--- src/rtl/lsu_bus_if.sv ---
// rtl/lsu_bus_if.sv - MEM-stage load/store unit driving a valid/grant/rvalid data bus
module lsu_bus_if #(
  parameter int unsigned TIMEOUT = 255
) (
  input  logic        clk,
  input  logic        rst,
  input  logic        req_valid_i,
  input  logic        req_we_i,
  input  logic [31:0] req_addr_i,
  input  logic [31:0] req_wdata_i,
  input  logic [2:0]  req_mode_i,
  output logic        stall_o,
  output logic        rsp_valid_o,
  output logic [31:0] rsp_rdata_o,
  output logic        misalign_o,
  output logic        bus_err_o,
  output logic        bus_req_o,
  output logic        bus_we_o,
  output logic [31:0] bus_addr_o,
  output logic [3:0]  bus_be_o,
  output logic [31:0] bus_wdata_o,
  input  logic        bus_gnt_i,
  input  logic        bus_rvalid_i,
  input  logic [31:0] bus_rdata_i,
  input  logic        bus_err_i
);

  typedef enum logic [1:0] {S_IDLE, S_REQ, S_WAIT, S_DONE} state_t;

  localparam logic [7:0] LP_LAST = 8'(TIMEOUT - 1);

  state_t      r_state, w_next;
  logic [7:0]  r_cnt;
  logic [2:0]  r_mode;
  logic [1:0]  r_off;
  logic        r_rsp_valid, r_misalign, r_err, r_bus_req, r_bus_we;
  logic [31:0] r_rdata, r_bus_addr, r_bus_wdata;
  logic [3:0]  r_bus_be;

  logic        w_illegal, w_misalign, w_timeout;
  logic [3:0]  w_be;
  logic [31:0] w_wdata, w_load;
  logic [7:0]  w_byte;
  logic [15:0] w_half;

  // Illegal modes take priority so a bogus mode never reports as misaligned.
  always_comb begin
    w_illegal  = (req_mode_i == 3'b011) || (req_mode_i[2:1] == 2'b11) ||
                 (req_we_i && req_mode_i[2]);
    w_misalign = !w_illegal &&
                 (((req_mode_i[1:0] == 2'b01) && req_addr_i[0]) ||
                  ((req_mode_i[1:0] == 2'b10) && (req_addr_i[1:0] != 2'b00)));
    case (req_mode_i[1:0])
      2'b00: begin
        w_be    = 4'b0001 << req_addr_i[1:0];
        w_wdata = {4{req_wdata_i[7:0]}};
      end
      2'b01: begin
        w_be    = 4'b0011 << req_addr_i[1:0];
        w_wdata = {2{req_wdata_i[15:0]}};
      end
      default: begin
        w_be    = 4'b1111;
        w_wdata = req_wdata_i;
      end
    endcase
  end

  always_comb begin
    w_byte = bus_rdata_i[{r_off, 3'b000} +: 8];
    w_half = r_off[1] ? bus_rdata_i[31:16] : bus_rdata_i[15:0];
    case (r_mode)
      3'b000:  w_load = {{24{w_byte[7]}}, w_byte};
      3'b100:  w_load = {24'd0, w_byte};
      3'b001:  w_load = {{16{w_half[15]}}, w_half};
      3'b101:  w_load = {16'd0, w_half};
      default: w_load = bus_rdata_i;
    endcase
  end

  assign w_timeout = (r_cnt == LP_LAST);

  always_ff @(posedge clk) begin
    if (rst) r_state <= S_IDLE;
    else     r_state <= w_next;
  end

  always_comb begin
    w_next = r_state;
    case (r_state)
      S_IDLE: if (req_valid_i) w_next = (w_illegal || w_misalign) ? S_DONE : S_REQ;
      S_REQ:  if (w_timeout) w_next = S_DONE;
              else if (bus_gnt_i) w_next = S_WAIT;
      S_WAIT: if (bus_rvalid_i || w_timeout) w_next = S_DONE;
      default: w_next = S_IDLE;
    endcase
  end

  always_ff @(posedge clk) begin
    if (rst) begin
      r_rsp_valid <= 1'b0;
      r_misalign  <= 1'b0;
      r_err       <= 1'b0;
      r_rdata     <= 32'd0;
      r_bus_req   <= 1'b0;
      r_bus_we    <= 1'b0;
      r_bus_addr  <= 32'd0;
      r_bus_be    <= 4'd0;
      r_bus_wdata <= 32'd0;
      r_cnt       <= 8'd0;
      r_mode      <= 3'd0;
      r_off       <= 2'd0;
    end else begin
      r_rsp_valid <= 1'b0;
      r_misalign  <= 1'b0;
      r_err       <= 1'b0;
      case (r_state)
        S_IDLE: if (req_valid_i) begin
          if (w_illegal || w_misalign) begin
            r_rsp_valid <= 1'b1;
            r_err       <= w_illegal;
            r_misalign  <= w_misalign;
            r_rdata     <= 32'd0;
          end else begin
            r_bus_req   <= 1'b1;
            r_bus_we    <= req_we_i;
            r_bus_addr  <= {req_addr_i[31:2], 2'b00};
            r_bus_be    <= w_be;
            r_bus_wdata <= w_wdata;
            r_mode      <= req_mode_i;
            r_off       <= req_addr_i[1:0];
            r_cnt       <= 8'd0;
          end
        end
        S_REQ: begin
          r_cnt <= r_cnt + 8'd1;
          if (w_timeout) begin
            r_bus_req   <= 1'b0;
            r_rsp_valid <= 1'b1;
            r_err       <= 1'b1;
            r_rdata     <= 32'd0;
          end else if (bus_gnt_i) begin
            r_bus_req <= 1'b0;
          end
        end
        S_WAIT: begin
          r_cnt <= r_cnt + 8'd1;
          if (bus_rvalid_i) begin
            r_rsp_valid <= 1'b1;
            r_err       <= bus_err_i;
            r_rdata     <= (bus_err_i || r_bus_we) ? 32'd0 : w_load;
          end else if (w_timeout) begin
            r_rsp_valid <= 1'b1;
            r_err       <= 1'b1;
            r_rdata     <= 32'd0;
          end
        end
        default: ;
      endcase
    end
  end

  assign stall_o     = req_valid_i && (r_state != S_DONE);
  assign rsp_valid_o = r_rsp_valid;
  assign rsp_rdata_o = r_rdata;
  assign misalign_o  = r_misalign;
  assign bus_err_o   = r_err;
  assign bus_req_o   = r_bus_req;
  assign bus_we_o    = r_bus_we;
  assign bus_addr_o  = r_bus_addr;
  assign bus_be_o    = r_bus_be;
  assign bus_wdata_o = r_bus_wdata;

endmodule

--- config.mk ---
export PLATFORM = sky130hd
export DESIGN_NAME = lsu_bus_if
export DESIGN_NICKNAME = d
export VERILOG_FILES = /design/src/rtl/lsu_bus_if.sv
export SDC_FILE = /design/constraint.sdc
export NUM_CORES = 1
export LEC_CHECK = 0
export CORE_UTILIZATION = 44
export CTS_CLUSTER_SIZE = 14
export DETAILED_ROUTE_END_ITERATION = 6
export PLACE_DENSITY = 0.78
export SYNTH_ARGS = -nofsm -noshare
export SYNTH_HDL_FRONTEND = slang
export SYNTH_SLANG_ARGS = --single-unit
--- constraint.sdc ---
create_clock -name clk -period 2.4 [get_ports clk]
set_input_delay 0.48 -clock clk [delete_from_list [all_inputs] [get_ports clk]]
set_output_delay 0.48 -clock clk [all_outputs]
set_load 0.02 [all_outputs]
# Yosys cells after proc, flatten, opt, wreduce, memory -nomap -nowiden
# Index checks and enable logic that the tools add are counted.
[totals]
register_bits = 118
[op_classes]
addsub = 1
n_eq_ne = 16
n_shift = 3
n_mux = 33
n_bitwise = 3
reduce_logical = 26
[op_table]
columns = ["cell", "count"]
rows = [
  ["$mux 32", 5],
  ["$pmux 32 s4", 1],
  ["$pmux 32 s3", 1],
  ["$pmux 32 s2", 1],
  ["$shiftx 32x6->8", 1],
  ["$mux 16", 1],
  ["$mux 8", 2],
  ["$pmux 8 s2", 1],
  ["$reduce_and 3->1", 4],
  ["$mux 1", 11],
  ["$mux 2", 5],
  ["$ne 2x2->1 const B", 5],
  ["$add 8x1->8 const B", 1],
  ["$eq 8x8->1 const B", 1],
  ["$pmux 4 s2", 1],
  ["$eq 2x2->1 const B", 3],
  ["$eq 3x3->1 const B", 2],
  ["$logic_or 1x1->1", 6],
  ["$pmux 1 s3", 2],
  ["$pmux 2 s3", 1],
  ["$reduce_bool 2->1", 3],
  ["$logic_and 1x1->1", 5],
  ["$eq 2x1->1 const B", 2],
  ["$logic_not 2->1", 2],
  ["other kinds (13)", 15],
]

# Depth between registers and ports, before layout
# Gate-level depths: netlist (run 1).
[logic_depth]
ltp_word = 9
mapped_depth = 8
depth_no_buf = 6

# Worst setup path before layout (run 1)
# Ideal clock, no wire load.
[synth_path]
kind = "reg-to-reg"
startpoint = "register r_state[0]"
endpoint = "register r_rdata[30] (netlist: rsp_rdata_o[30])"
t_arrival_ps = 1817
setup_slack_ps = 513
stages_incl_launch_ff = 9
path_buffers = 2
period_less_slack_ps = 1887
cell_sequence = "dfxtp_1 > inv_1 > ha_1 > nand2b_1 > clkbuf_1 > o311ai_1 > o31ai_1 > clkbuf_1 > o2bb2ai_1"
[synth_between]
elab_chain_len = 3
elab_cells_between_ends = 8
[synth_rtl]
columns = ["element", "line", "source"]
rows = [
  ["start, declared", "32", "state_t r_state, w_next;"],
  ["start signal, assigned", "85", "else r_state <= w_next;"],
  ["$eq 2x2->1 (tied with other cells)", "117", "case (r_state)"],
  ["$reduce_bool 3->1 (no line) / $ne 2x2->1 (equally long branches)", "-", ""],
  ["$reduce_and 3->1 (no line)", "-", ""],
  ["end signal, assigned", "151", "r_rdata <= (bus_err_i || r_bus_we) ? 32'd0 : w_load;"],
  ["end, declared", "37", "logic [31:0] r_rdata, r_bus_addr, r_bus_wdata;"],
]
# Parallel ways exist; a longest one is shown, timed or not.
# A chain may end at the register's enable or synchronous reset.

# Final worst setup path (run 1)
[layout_path]
startpoint = "input req_valid_i"
endpoint = "output stall_o"
[layout_between]
elab_chain_len = 1
[layout_rtl]
columns = ["element", "line", "source"]
rows = [
  ["start, declared", "7", "input logic req_valid_i,"],
  ["$logic_and 1x1->1", "163", "assign stall_o = req_valid_i && (r_state != S_DONE);"],
  ["end, declared", "12", "output logic stall_o,"],
]
# No other way between the ends.

==> results.yml, run 1 <==
outcome:
  outcome: "complete, no violations"
route:
  wire_per_inst_um: 16.7
  via_count: 5728
  drt_iter0_drc: 497
  drt_wl_total_mm: 17.3
  route.detailed.drc: 0
  vias_per_cell: 5.52
  ant_nets: 0
  drt_first_pass_iters: 5
synthesis:
  synth_edf_count: 0
  synth-simple-area-share: 0.183
  async_reset_ff_frac: 0
  ys_ff_latch: 118
  netlist_area_sq_um: 5530
  synthMuxAreaShare: 0.0624
  synth_top_family_by_area: "compound AO/OA/AOI/OAI gates"
  synthAdderAreaFrac: 0.0136
  synth_flop_cell: "dfxtp_1"
  syn_area_per_cell_sq_um: 8.58
  synthCells: 645
  synth_xor_xnor_area_share: 0.00158
  yosysWarnings: 0
  yosys.cell_types.count: 63
  synth_compound_area_frac: 0.259
  yosysSeqAreaShare: 0.427
cells_and_area:
  nets: 969
  final_common_cell: "clkdlybuf4s50_1"
  stdcell_area_sq_um: 8490
  antenna_cells: 0
  final_cell_mix: "208 x clkdlybuf4s50_1, 128 x nand2_1, 118 x dfxtp_1"
  area_growth_syn_to_layout_pct: 53.5
  fin_cells: 1038
  layout-drive-gt1-share: 0.100
cts:
  clkLatencyLatePin_ns: 0.41
  cts.sinks: 118
  postCtsHoldBufs: 0
  cts_buffer_depth: 2
  cts-root-buf: "clkbuf_16"
  cts_tree: "yes"
  post_cts_buffers: 0
  cts_resized: 0
  htreeDepth: 4
  cts_made_buffers: 17
  clk_pin_slew_worst_paths_ns: 0.05
placement:
  pre_cts_ws_ns: -0.131
  dp_hpwl_mm: 12.5
  place_area_sq_um: 7920
  port_buffers: 209
  dp_cells: 1006
  gp_congestion: 0.857
global_route:
  grtUsageTotal: 0.272
  grt_pass1_vias: 5592
  grt_pass1_wl_mm: 27.8
  antenna_found_initial: 0
  gr-total-overflow: 0
  grt_start_max_net_pins: 78
critical_path:
  crit_path_end_kind: "output pin"
  cp_data_required_time_ns: 1.92
  worstPathMaxFanout: 3
  crit_chain: "clkdlybuf4s50_1 -> nor2b_1 -> clkdlybuf4s50_1"
  startpoint_type: "input port"
  max_stage_delay_ns: 0.61
  crit_type: "in2out"
  path_common_cell: "clkdlybuf4s50_1"
  crit_arrival_ns: 1.75
  path_buf_inv: 2
  cp_top_family: "buffers and inverters"
  cp_slowest_cell: "clkdlybuf4s50_1"
power:
  swShare: 0.313
  worst_ir_drop_vdd_mv: 0.492
  cellPowerDensity_nw_per_um2: 771
  p_switching_mw: 2.05
  p_leak_nw: 3.06
  seqPwrFrac: 0.343
  pwr-share-clk: 0.367
  power_mw: 6.55
  p_int_mw: 4.50
  p_comb_frac: 0.290
floorplan:
  chipHeight_um: 114
  die_area_sq_um: 13000
  core_sq_um: 12100
  rows: 40
  initial_core_util: 0.457
  ioPinCount: 212
  die_x_um: 114
timing:
  skew_ns: 0.00533
  final_max_slew_viol_count: 0
  relSlewSlack: 0.427
  setup_viol: 0
  layout_min_cycle_time_ns: 2.23
  timing.final.crit_share: 0.929
  worst_pin_slew_ns: 0.859
  fin_ws_ns: 0.170
  hold_viol_final: 0
  finalSetupTns_ns: 0
  max_freq_mhz: 448
  rsz0062_at_grt: "no"
hold_path:
  hold_class: "reg2reg"
run:
  max-cap-violations: 0
-- flip-flops by register name, summed over array words and instances (netlist names) --
name,count
bus_we_o,1
r_cnt,8
bus_req_o,1
r_off,2
bus_err_o,1
r_state,2
bus_addr_o,30
r_mode,3
bus_wdata_o,32
rsp_rdata_o,32
rsp_valid_o,1
bus_be_o,4
misalign_o,1
-- synth_stat cells (all sizes together), types with 10 or more instances --
cell type | number | area [sq um]
o21ai | 21 | 105
a22o | 15 | 131
a311oi | 10 | 87.6
buf | 21 | 146
o2bb2ai | 23 | 201
a211oi | 11 | 123
nor2 | 49 | 184
mux2i | 30 | 300
clkbuf | 29 | 109
o211ai | 10 | 80.1
dfxtp | 118 | 2360
nand2 | 128 | 480
a21oi | 60 | 304
nand3 | 14 | 70.1
-- logic make-up (layout without fill, tap and decap cells) --
| logic type | after synthesis | count (layout) |
|---|---|---|
| muxes | 33 | 33 |
| buffers and inverters | 60 | 284 |
| AOI/OAI and AO/OA | 197 | 197 |
| other | 1 | 2 |
| and+or+nand+nor | 229 | 229 |
| DFF | 118 | 118 |
| xor gates and xnor gates | 1 | 1 |
| adders and majority gates | 6 | 6 |
-- final cells by class --
| class | count | area (sq um) |
|---|---|---|
| Clock inverter | 12 | 103 |
| Fill cell | 932 | 3620 |
| Clock buffer | 20 | 467 |
| Multi-Input combinational cell | 468 | 2910 |
| Inverter | 10 | 37.5 |
| Timing Repair Buffer | 242 | 2400 |
| Sequential cell | 118 | 2360 |
| Tap cell | 168 | 210 |
-- final timing paths --
kind,endpoint,cells after the start,startpoint,slack (ns)
worst max-delay path,stall_o,3,req_valid_i,0.17
worst min-delay path,bus_addr_o[7],2,bus_addr_o[7],0.45
worst max register to register,rsp_rdata_o[4],7,r_state[1],0.26
worst min register to register,bus_addr_o[7],2,bus_addr_o[7],0.45
-- layer usage --
layer,GRT usage,vias to the layer above,routed length (um)
met5,0,-,0
met4,0.124,0,469
met3,0.0942,38,1750
met2,0.454,258,8280
met1,0.315,2674,6840
li1,-,2758,-
-- power by group through the flow --
stage | clock network (mW) | logic [mW] | registers (mW)
finish | 2.40 | 1.90 | 2.25
global route | 2.52 | 2.06 | 2.27
CTS | 2.43 | 1.89 | 2.25
detailed placement | 0 | 1.88 | 2.28
global placement | 0 | 1.85 | 2.27
floorplan | 0 | 0.913 | 2.43
-- worst min-delay path: stages (launching register included) --
cell and delay (ns):
dfxtp_1 0.31, nand2_1 0.05, a21oi_1 0.05
-- metrics by stage --
stage / util / hold slack (ns)
after global placement: 0.654 / 0.442
after CTS: 0.701 / 0.453
final: 0.701 / 0.453
after detailed placement: 0.654 / 0.446
after floorplan: - / 0.463
after global routing: 0.701 / 0.469
No activity file was read; power rests on OpenSTA's default activity.
==> run 2, diff against run 1 <==
--- a/config.mk
+++ b/config.mk
@@ -8,6 +8,7 @@
 export CORE_UTILIZATION = 44
 export CTS_CLUSTER_SIZE = 14
 export DETAILED_ROUTE_END_ITERATION = 6
+export GPL_TIMING_DRIVEN = 1
 export PLACE_DENSITY = 0.78
 export SYNTH_ARGS = -nofsm -noshare
 export SYNTH_HDL_FRONTEND = slang
==> results of run 2 <==
Same layout as run 1: the final DEF is identical, and so are final timing and power.
